`src/rtl/sd_emmc_raid0_pkg.sv`:
```
// Shared types and constants for the eMMC RAID0 stripe controller.
// Latency: none (declarations only).
// Backpressure: n/a.
package sd_emmc_raid0_pkg;

    // Default width of the host block count
    localparam int BLK_CNT_W = 16;

    // Command indices issued on the shared command engine
    localparam logic [5:0] CMD18 = 6'd18;  // READ_MULTIPLE_BLOCK
    localparam logic [5:0] CMD23 = 6'd23;  // SET_BLOCK_COUNT
    localparam logic [5:0] CMD25 = 6'd25;  // WRITE_MULTIPLE_BLOCK

    // Request sequencer states
    typedef enum logic [2:0] {
        ST_IDLE,
        ST_SETCNT,
        ST_XFER,
        ST_DATA,
        ST_ERROR
    } state_t;

endpackage

```
`src/rtl/sd_emmc_raid0_addr_split.sv`:
```
// Splits a host LBA range into per-device start LBAs and block counts (1-block stripes).
// Latency: combinational.
// Backpressure: none.
module sd_emmc_raid0_addr_split
    import sd_emmc_raid0_pkg::*;
#(
    parameter int CNT_W = BLK_CNT_W
) (
    input  logic [31:0]      lba,
    input  logic [CNT_W-1:0] n,
    output logic [31:0]      dev0_lba,
    output logic [31:0]      dev1_lba,
    output logic [CNT_W-1:0] dev0_cnt,
    output logic [CNT_W-1:0] dev1_cnt
);

    logic [32:0]      lba_up;
    logic [CNT_W-1:0] half_ceil;
    logic [CNT_W-1:0] half_floor;

    // Even LBAs live on dev0, odd on dev1; the first even LBA at or after lba needs 33 bits
    always_comb begin
        lba_up     = {1'b0, lba} + 33'd1;
        dev0_lba   = lba_up[32:1];
        dev1_lba   = {1'b0, lba[31:1]};
        half_floor = n >> 1;
        half_ceil  = half_floor + {{(CNT_W-1){1'b0}}, n[0]};
        // The device owning the first block gets the extra block of an odd count
        dev0_cnt   = lba[0] ? half_floor : half_ceil;
        dev1_cnt   = lba[0] ? half_ceil  : half_floor;
    end

endmodule

```
`src/rtl/sd_emmc_raid0_stripe_ctrl.sv`:
```
// Sequences one host multi-block request as CMD23+CMD18/25 per device, then steers data blocks.
// Latency: cmd_start_o one cycle after SETCNT/XFER entry; done_o one cycle after the last blk_done_i.
// Backpressure: req_ready_o low outside IDLE; commands wait indefinitely-bounded by the watchdog.
module sd_emmc_raid0_stripe_ctrl
    import sd_emmc_raid0_pkg::*;
#(
    parameter int CMD_TIMEOUT = 4096,
    parameter int BLK_CNT_W   = sd_emmc_raid0_pkg::BLK_CNT_W
) (
    input  logic                 sd_clk,
    input  logic                 rst_n,
    input  logic                 req_valid_i,
    output logic                 req_ready_o,
    input  logic                 req_write_i,
    input  logic [31:0]          req_lba_i,
    input  logic [BLK_CNT_W-1:0] req_blk_cnt_i,
    output logic                 cmd_start_o,
    output logic                 cmd_dev_o,
    output logic [5:0]           cmd_index_o,
    output logic [31:0]          cmd_arg_o,
    input  logic                 cmd_done_i,
    input  logic                 cmd_err_i,
    input  logic                 blk_done_i,
    output logic                 dev_sel_o,
    output logic                 xfer_active_o,
    output logic                 done_o,
    output logic                 err_o
);

    localparam int WD_W = $clog2(CMD_TIMEOUT + 1);

    state_t               state;
    logic                 issued;     // command for the current state already launched
    logic                 first_dev;  // device owning the first host block
    logic                 wr_lat;
    logic [BLK_CNT_W-1:0] rem;
    logic [BLK_CNT_W-1:0] cnt0, cnt1;
    logic [31:0]          lba0, lba1;
    logic [WD_W-1:0]      wdog;
    logic [WD_W-1:0]      wdog_nxt;

    logic [31:0]          split_lba0, split_lba1;
    logic [BLK_CNT_W-1:0] split_cnt0, split_cnt1;
    logic [BLK_CNT_W-1:0] cur_cnt;
    logic [31:0]          cur_lba;

    sd_emmc_raid0_addr_split #(
        .CNT_W (BLK_CNT_W)
    ) u_split (
        .lba      (req_lba_i),
        .n        (req_blk_cnt_i),
        .dev0_lba (split_lba0),
        .dev1_lba (split_lba1),
        .dev0_cnt (split_cnt0),
        .dev1_cnt (split_cnt1)
    );

    // Per-device operands for the command being issued
    always_comb begin
        cur_cnt  = cmd_dev_o ? cnt1 : cnt0;
        cur_lba  = cmd_dev_o ? lba1 : lba0;
        wdog_nxt = wdog + {{(WD_W-1){1'b0}}, 1'b1};
    end

    // Request FSM with watchdog, block counter and registered outputs
    always_ff @(posedge sd_clk) begin
        if (!rst_n) begin
            state         <= ST_IDLE;
            issued        <= 1'b0;
            first_dev     <= 1'b0;
            wr_lat        <= 1'b0;
            rem           <= '0;
            cnt0          <= '0;
            cnt1          <= '0;
            lba0          <= '0;
            lba1          <= '0;
            wdog          <= '0;
            req_ready_o   <= 1'b1;
            cmd_start_o   <= 1'b0;
            cmd_dev_o     <= 1'b0;
            cmd_index_o   <= '0;
            cmd_arg_o     <= '0;
            dev_sel_o     <= 1'b0;
            xfer_active_o <= 1'b0;
            done_o        <= 1'b0;
            err_o         <= 1'b0;
        end else begin
            cmd_start_o <= 1'b0;
            done_o      <= 1'b0;
            err_o       <= 1'b0;
            case (state)
                ST_IDLE: begin
                    if (req_valid_i && req_ready_o) begin
                        first_dev <= req_lba_i[0];
                        wr_lat    <= req_write_i;
                        rem       <= req_blk_cnt_i;
                        cnt0      <= split_cnt0;
                        cnt1      <= split_cnt1;
                        lba0      <= split_lba0;
                        lba1      <= split_lba1;
                        if (req_blk_cnt_i == '0) begin
                            done_o <= 1'b1;
                        end else begin
                            req_ready_o <= 1'b0;
                            issued      <= 1'b0;
                            // Skip dev0 entirely when it owns no block of this request
                            cmd_dev_o   <= (split_cnt0 == '0);
                            state       <= ST_SETCNT;
                        end
                    end
                end
                ST_SETCNT, ST_XFER: begin
                    if (!issued) begin
                        cmd_start_o <= 1'b1;
                        issued      <= 1'b1;
                        wdog        <= '0;
                        if (state == ST_SETCNT) begin
                            cmd_index_o <= CMD23;
                            cmd_arg_o   <= {{(32-BLK_CNT_W){1'b0}}, cur_cnt};
                        end else begin
                            cmd_index_o <= wr_lat ? CMD25 : CMD18;
                            cmd_arg_o   <= cur_lba;
                        end
                    end else if (cmd_err_i || (wdog_nxt >= WD_W'(CMD_TIMEOUT))) begin
                        // Error has priority over a coincident completion
                        err_o <= 1'b1;
                        state <= ST_ERROR;
                    end else if (cmd_done_i) begin
                        issued <= 1'b0;
                        if (state == ST_SETCNT) begin
                            state <= ST_XFER;
                        end else if (!cmd_dev_o && (cnt1 != '0)) begin
                            cmd_dev_o <= 1'b1;
                            state     <= ST_SETCNT;
                        end else begin
                            dev_sel_o     <= first_dev;
                            xfer_active_o <= 1'b1;
                            state         <= ST_DATA;
                        end
                    end else begin
                        wdog <= wdog_nxt;
                    end
                end
                ST_DATA: begin
                    if (blk_done_i) begin
                        if (rem == {{(BLK_CNT_W-1){1'b0}}, 1'b1}) begin
                            // Last block: finish without toggling the steering
                            rem           <= '0;
                            done_o        <= 1'b1;
                            xfer_active_o <= 1'b0;
                            req_ready_o   <= 1'b1;
                            state         <= ST_IDLE;
                        end else begin
                            rem       <= rem - {{(BLK_CNT_W-1){1'b0}}, 1'b1};
                            dev_sel_o <= ~dev_sel_o;
                        end
                    end
                end
                ST_ERROR: begin
                    xfer_active_o <= 1'b0;
                    req_ready_o   <= 1'b1;
                    issued        <= 1'b0;
                    state         <= ST_IDLE;
                end
                default: begin
                    req_ready_o <= 1'b1;
                    state       <= ST_IDLE;
                end
            endcase
        end
    end

endmodule
```
`config.mk`:
```
export PLATFORM = sky130hd
export DESIGN_NAME = sd_emmc_raid0_stripe_ctrl
export DESIGN_NICKNAME = d
export VERILOG_FILES = /design/src/rtl/sd_emmc_raid0_pkg.sv /design/src/rtl/sd_emmc_raid0_addr_split.sv /design/src/rtl/sd_emmc_raid0_stripe_ctrl.sv
export SDC_FILE = /design/constraint.sdc
export NUM_CORES = 1
export LEC_CHECK = 0
export ABC_AREA = 1
export BUFFER_PORTS_ARGS = -buffer_cell sky130_fd_sc_hd__buf_2
export CAP_MARGIN = 20
export CORE_UTILIZATION = 39
export DETAILED_ROUTE_END_ITERATION = 16
export GPL_ROUTABILITY_DRIVEN = 0
export GPL_TIMING_DRIVEN = 0
export PLACE_DENSITY = 0.68
export SLEW_MARGIN = 10
export SYNTH_ARGS = -nofsm -noshare
export SYNTH_HDL_FRONTEND = slang
export SYNTH_SLANG_ARGS = --single-unit
export TNS_END_PERCENT = 30
```
`constraint.sdc`:
```
create_clock -name sd_clk -period 2.7 [get_ports sd_clk]
set_input_delay 0.405 -clock sd_clk [delete_from_list [all_inputs] [get_ports sd_clk]]
set_output_delay 0.405 -clock sd_clk [all_outputs]
set_load 0.01 [all_outputs]
```
---- Word-level counts from Yosys, hierarchy flattened ----
Index checks and enable logic that the tools add are counted.
W data, S select, Z words.
word-level totals
  flip-flop bits (word level) ............. 175
  logic and storage cells ................. 136
operators by class
  add/subtract/negate cells ............... 4
  $lt $le $gt $ge ......................... 1
  equality and inequality tests ........... 19
  mux-type cells .......................... 64
  bitwise gates (word level) .............. 3
  reductions and logical operators ........ 26
operators by type and width
  operator                 number
  $mux W16                 6
  $mux W32                 2
  $mux W13                 3
  $mux W1                  34
  $add A32 B1 Y33 const B  1
  $logic_not A16 Y1        2
  $pmux W16 S2             1
  $ne A2 B2 Y1 const B     13
  $reduce_and A8 Y1        3
  $mux W3                  7
  $add A15 B1 Y16          1
  $eq A16 B1 Y1 const B    1
  $reduce_bool A16 Y1      1
  $sub A16 B1 Y16 const B  1
  $add A13 B1 Y13 const B  1
  $ge A13 B13 Y1 const B   1
  $reduce_and A3 Y1        4
  $pmux W1 S3              3
  $pmux W3 S3              1
  $mux W4                  2
  $eq A3 B2 Y1 const B     2
  $pmux W1 S2              3
  $reduce_and A2 Y1        3
  $reduce_and A6 Y1        1
  13 further kinds         20

---- Logic depth before layout (Yosys ltp) ----
  depth in word-level cells ............... 8
  gate-level depth with buffers ........... 13
  depth with buffers taken out ............ 13

---- By module ----
Synthesis repeated with hierarchy kept, for this count alone.
second synthesis, totals
  cells, all modules ...................... 1463
  area total of the unflattened synthesis .. 9619.2 um^2
by module, submodules not included
  module                     times used  cells an instance  area each (um^2)  seq. area each (um^2)
  sd_emmc_raid0_stripe_ctrl  1           1084               7763.7            3503.4
  sd_emmc_raid0_addr_split   1           379                1855.5            0.0

---- Worst setup path before layout ----
Ideal clock, no wire load.
  path type ............................... input to register
  start point ............................. input req_blk_cnt_i[0]
  end point ............................... register cmd_dev_o
  setup time .............................. 0.070 ns
  arrival time ............................ 1.666 ns
  required time ........................... 2.630 ns
  slack ................................... 0.964 ns
  cell stages on the path ................. 12
  cell sequence ........................... ha_1 ha_1 nand2_1 nor2_1 nand2_1 nand2_1 nand3_1 o21ai_0 nand2_1 nor2_1 nand3_1 a21oi_1
between the ends
  longest elaborated chain between the ends .. 6
  elaborated cells between the ends (all ways) .. 9
  those cells by class .................... add/sub (1); eq/ne (1); mux (4); reduce/logical (3)
RTL lines
  element               line                              source
  start, declared       sd_emmc_raid0_stripe_ctrl.sv:16   input logic [BLK_CNT_W-1:0] req_blk_cnt_i,
  $add A15 B1 Y16       sd_emmc_raid0_addr_split.sv:27    half_ceil = half_floor + {{(CNT_W-1){1'b0}}, n[0]};
  $mux W16              sd_emmc_raid0_addr_split.sv:29    dev0_cnt = lba[0] ? half_floor : half_ceil;
  $logic_not A16 Y1     sd_emmc_raid0_stripe_ctrl.sv:107  cmd_dev_o <= (split_cnt0 == '0);
  $mux W1               sd_emmc_raid0_stripe_ctrl.sv:101  if (req_blk_cnt_i == '0) begin
  $mux W1               sd_emmc_raid0_stripe_ctrl.sv:93   if (req_valid_i && req_ready_o) begin
  $pmux W1 S2           sd_emmc_raid0_stripe_ctrl.sv:91   case (state)
  end signal, assigned  sd_emmc_raid0_stripe_ctrl.sv:107
  end, declared         sd_emmc_raid0_stripe_ctrl.sv:18   output logic cmd_dev_o,
Several ways; a longest one is shown, not always the timed one. The select of a mux whose other input is x is not followed.
A chain may end at the register's enable or synchronous reset.

---- Worst setup path after layout ----
  start point ............................. register state[2]
  end point ............................... register cmd_arg_o[14]
between the ends
  longest elaborated chain between the ends .. 3
  elaborated cells between the ends (all ways) .. 5
  those cells by class .................... eq/ne (2); mux (1); reduce/logical (2)
RTL lines
  element                                              line                                                               source
  start, declared                                      sd_emmc_raid0_stripe_ctrl.sv:32                                    state_t state;
  start signal, assigned                               sd_emmc_raid0_stripe_ctrl.sv:68                                    state <= ST_IDLE;
  start signal, assigned                               sd_emmc_raid0_stripe_ctrl.sv:108                                   state <= ST_SETCNT;
  start signal, assigned                               sd_emmc_raid0_stripe_ctrl.sv:127                                   state <= ST_ERROR;
  $eq A3 B1 Y1 / $eq A3 B2 Y1 (equally long branches)  sd_emmc_raid0_stripe_ctrl.sv:91, sd_emmc_raid0_stripe_ctrl.sv:117
  $reduce_or A2 Y1                                     sd_emmc_raid0_stripe_ctrl.sv:91
  $reduce_and A2 Y1 (no source line)                   n/a
  end signal, assigned                                 sd_emmc_raid0_stripe_ctrl.sv:119                                   cmd_arg_o <= {{(32-BLK_CNT_W){1'b0}}, cur_cnt};
  end signal, assigned                                 sd_emmc_raid0_stripe_ctrl.sv:122                                   cmd_arg_o <= cur_lba;
  end, declared                                        sd_emmc_raid0_stripe_ctrl.sv:20                                    output logic [31:0] cmd_arg_o,
Several ways; a longest one is shown, not always the timed one.

==> results.cfg <==
[clock_network]
cts-root-buf = clkbuf_16
clock-sinks = 174
ctsResizeCount = 0
clockBufferDepth = 2
cts_buffers = 17
cts_setup_buffers = 0
cts_tree = built
cts_hold_buf = 0
clk_pin_slew_worst_paths_ns = 0.07
h-tree-depth = 4
clock_latency_ns = 0.45

[drt]
dr.pass1.iters = 7
ant_nets = 0
drt-initial-drc-count = 1041
vias_per_cell = 5.50
drc = 0
vias = 10000
drt-wirelength-per-cell_um = 17.6
routed_wl_um = 32100

[worst_setup_path]
critical-path-max-stage-delay_ns = 0.49
worstPathArrival_ns = 2.39
critPathSlowestCell = nor3_1
rrSetupSlack_ns = 0.62
worstReg2RegStart = state[2]
cp_cell_sequence = nor3_1 > inv_1 > clkbuf_1 > o211ai_1 > a31oi_1
cp-start-kind = flip-flop
crit_fanout = 10
timing.rr.end = cmd_arg_o[14]
reg2reg_depth = 5
worstSetupEndpointType = flip-flop
crit_required_ns = 3.01
critPathKind = reg -> reg

[placed_design]
placedCellCount = 1791
hpwl_um = 24000
dp_slack_ns = 0.338
io_buffers = 95

[job]
cap_violations = 0

[floorplanning]
coreArea_mm2 = 0.0236
ios = 100
num_rows = 56
die_area_mm2 = 0.0249
die_h_um = 158
initial_core_util = 0.400
die_w_um = 158

[synth]
seq_area_frac_synth = 0.368
synth_fa_ha_area_frac = 0.00926
synth-simple-area-share = 0.297
synth_top_family_by_area = simple AND/OR/NAND/NOR gates
syn_area_mm2 = 0.00946
synthXorXnorAreaFrac = 0.0269
synth_cell_types = 49
synth_edf_count = 0
syn-instance-count = 1377
avgSynthCellArea_um2 = 6.87
async_flop_share = 0
synth-compound-area-share = 0.203
synth_mux_area_frac = 0
synth_ff_type = dfxtp_1
synthesis.nets = 1439
yosysWarnings = 0
synth_seq_cells = 174

[cells_and_area]
drive_above_1_share = 0.154
fin_cells = 1824
area_delta_synth_final_pct = 15.4
mostFrequentLayoutCell = nand2_1
final_cell_mix = 315 x nand2_1, 174 x dfxtp_1, 127 x inv_1, 123 x a21oi_1, 121 x buf_2
fin_util = 0.462
nFillCells = 2438
fin_nets = 1553

[power]
p_leak_nw = 4.56
finalPower_mw = 11.5
cellPowerDensity_mw_per_mm2 = 1050
peakVddDrop_mv = 0.534

[timing]
setup_viol = 0
setup_tns_ns = 0
worst_pin_slew_ns = 0.930
fmax_mhz = 480
slew_headroom = 0.380
rsz0062_at_grt = no
fin_ws_ns = 0.618
slew_viol_final = 0
min_period_ns = 2.08
hold_viol = 0
fin_skew_ns = 0.0149
post-route-period-util = 0.771

[hold_path]
hold_path_class = in -> reg
hold_depth = 3
hold_start = req_write_i
hold_end = wr_lat

[grt]
antenna_found_initial = 1
grt_pass1_vias = 9159
grtUsageTotal = 0.262
grt_pass1_wl_um = 49600
grt_max_degree = 19
overflow = 0

[outcome]
status = finished, final reports clean
synthesized netlist by cell type (2+ instances only):
cell type	count	area (µm²)
o21ai_1	6	30.0
a31oi_1	19	119
or2_2	8	50.1
nand3_4	2	35.0
xnor2_1	11	96.3
xor2_1	18	158
nor2_4	4	45.0
buf_4	9	67.6
a211oi_1	16	120
o21ai_0	87	435
buf_1	6	22.5
a21oi_2	9	78.8
buf_2	26	130
a21oi_1	123	616
inv_1	127	477
o221a_2	2	22.5
nand2_1	315	1180
nor2_2	10	62.6
nor3_1	20	100
ha_1	7	87.6
dfxtp_1	174	3480
nor4_1	3	18.8
o211a_1	2	20.0
inv_2	11	41.3
nand3_1	108	541
nor3_2	2	20.0
o211ai_1	48	360
a221oi_1	8	70.1
nand4_1	34	213
nand2_2	12	75.1
clkbuf_1	35	131
nor2_1	98	368
worst max path at each step:
| stage | from | end | slack, ns | depth (start not counted) |
|---|---|---|---|---|
| 2_1_floorplan | req_blk_cnt_i[0] | cmd_dev_o | 0.96 | 12 |
| 3_3_place_gp | req_blk_cnt_i[1] | cmd_dev_o | 0.38 | 13 |
| 3_5_place_dp | req_blk_cnt_i[1] | cmd_dev_o | 0.34 | 13 |
| 4_1_cts | state[2] | cmd_arg_o[14] | 0.67 | 5 |
| 5_1_grt | state[2] | cmd_arg_o[14] | 0.52 | 5 |
| 6_report | state[2] | cmd_arg_o[14] | 0.62 | 5 |
logic make-up after synthesis:
kind of cell,Yosys count
XOR/XNOR,29
flip-flops,174
buffers and inverters,217
AND/OR/NAND/NOR,624
AO/OA/AOI/OAI,325
adder cells (fa/ha/maj),7
other,1
state kept, by name (all words and copies together), names as in the netlist, 3 cells and up:
name / flops
wdog: 13
lba1: 31
cmd_index_o: 5
state: 3
rem: 16
lba0: 32
cnt1: 16
cmd_arg_o: 32
cnt0: 16
routing by layer:
| metal | wire length [µm] | global-route usage | up-vias | share of wire |
|---|---|---|---|---|
| met5 | 0 | 0 | - | 0 |
| met4 | 1220 | 0.118 | 0 | 0.038 |
| met3 | 2590 | 0.0479 | 79 | 0.081 |
| met2 | 14600 | 0.423 | 464 | 0.45 |
| met1 | 13700 | 0.340 | 4626 | 0.43 |
| li1 | - | - | 4858 | - |
critical path: cells and delay by family (launching register included):
family	cells	cell delay (ns)
AO/OA/AOI/OAI	2	0.43
flip-flops	1	0.40
buffers and inverters	2	0.61
AND/OR/NAND/NOR	1	0.49
through the flow:
| step | hold slack, ns | cell area [µm²] |
|---|---|---|
| final | 0.268 | 10900 |
| after global routing | 0.284 | 10900 |
| after CTS | 0.257 | 10900 |
| after detailed placement | 0.441 | 10300 |
| after global placement | 0.436 | 10300 |
| after floorplan | 0.424 | 9460 |
final cells by class:
class	count	area [µm²]	area share
Multi-Input combinational cell	986	5070	0.464
Sequential cell	174	3480	0.319
Inverter	138	518	0.0475
Timing Repair Buffer	95	475	0.0436
Clock buffer	17	425	0.0390
Tap cell	319	399	0.0366
Buffer	79	388	0.0356
Clock inverter	15	151	0.0139
Antenna cell	1	2.50	0.000229
power by group:
group	switching, mW	internal (mW)
Combinational	3.62	1.68
Clock	1.21	1.23
Sequential	0.451	3.29
No activity file was read; power rests on OpenSTA's default activity.
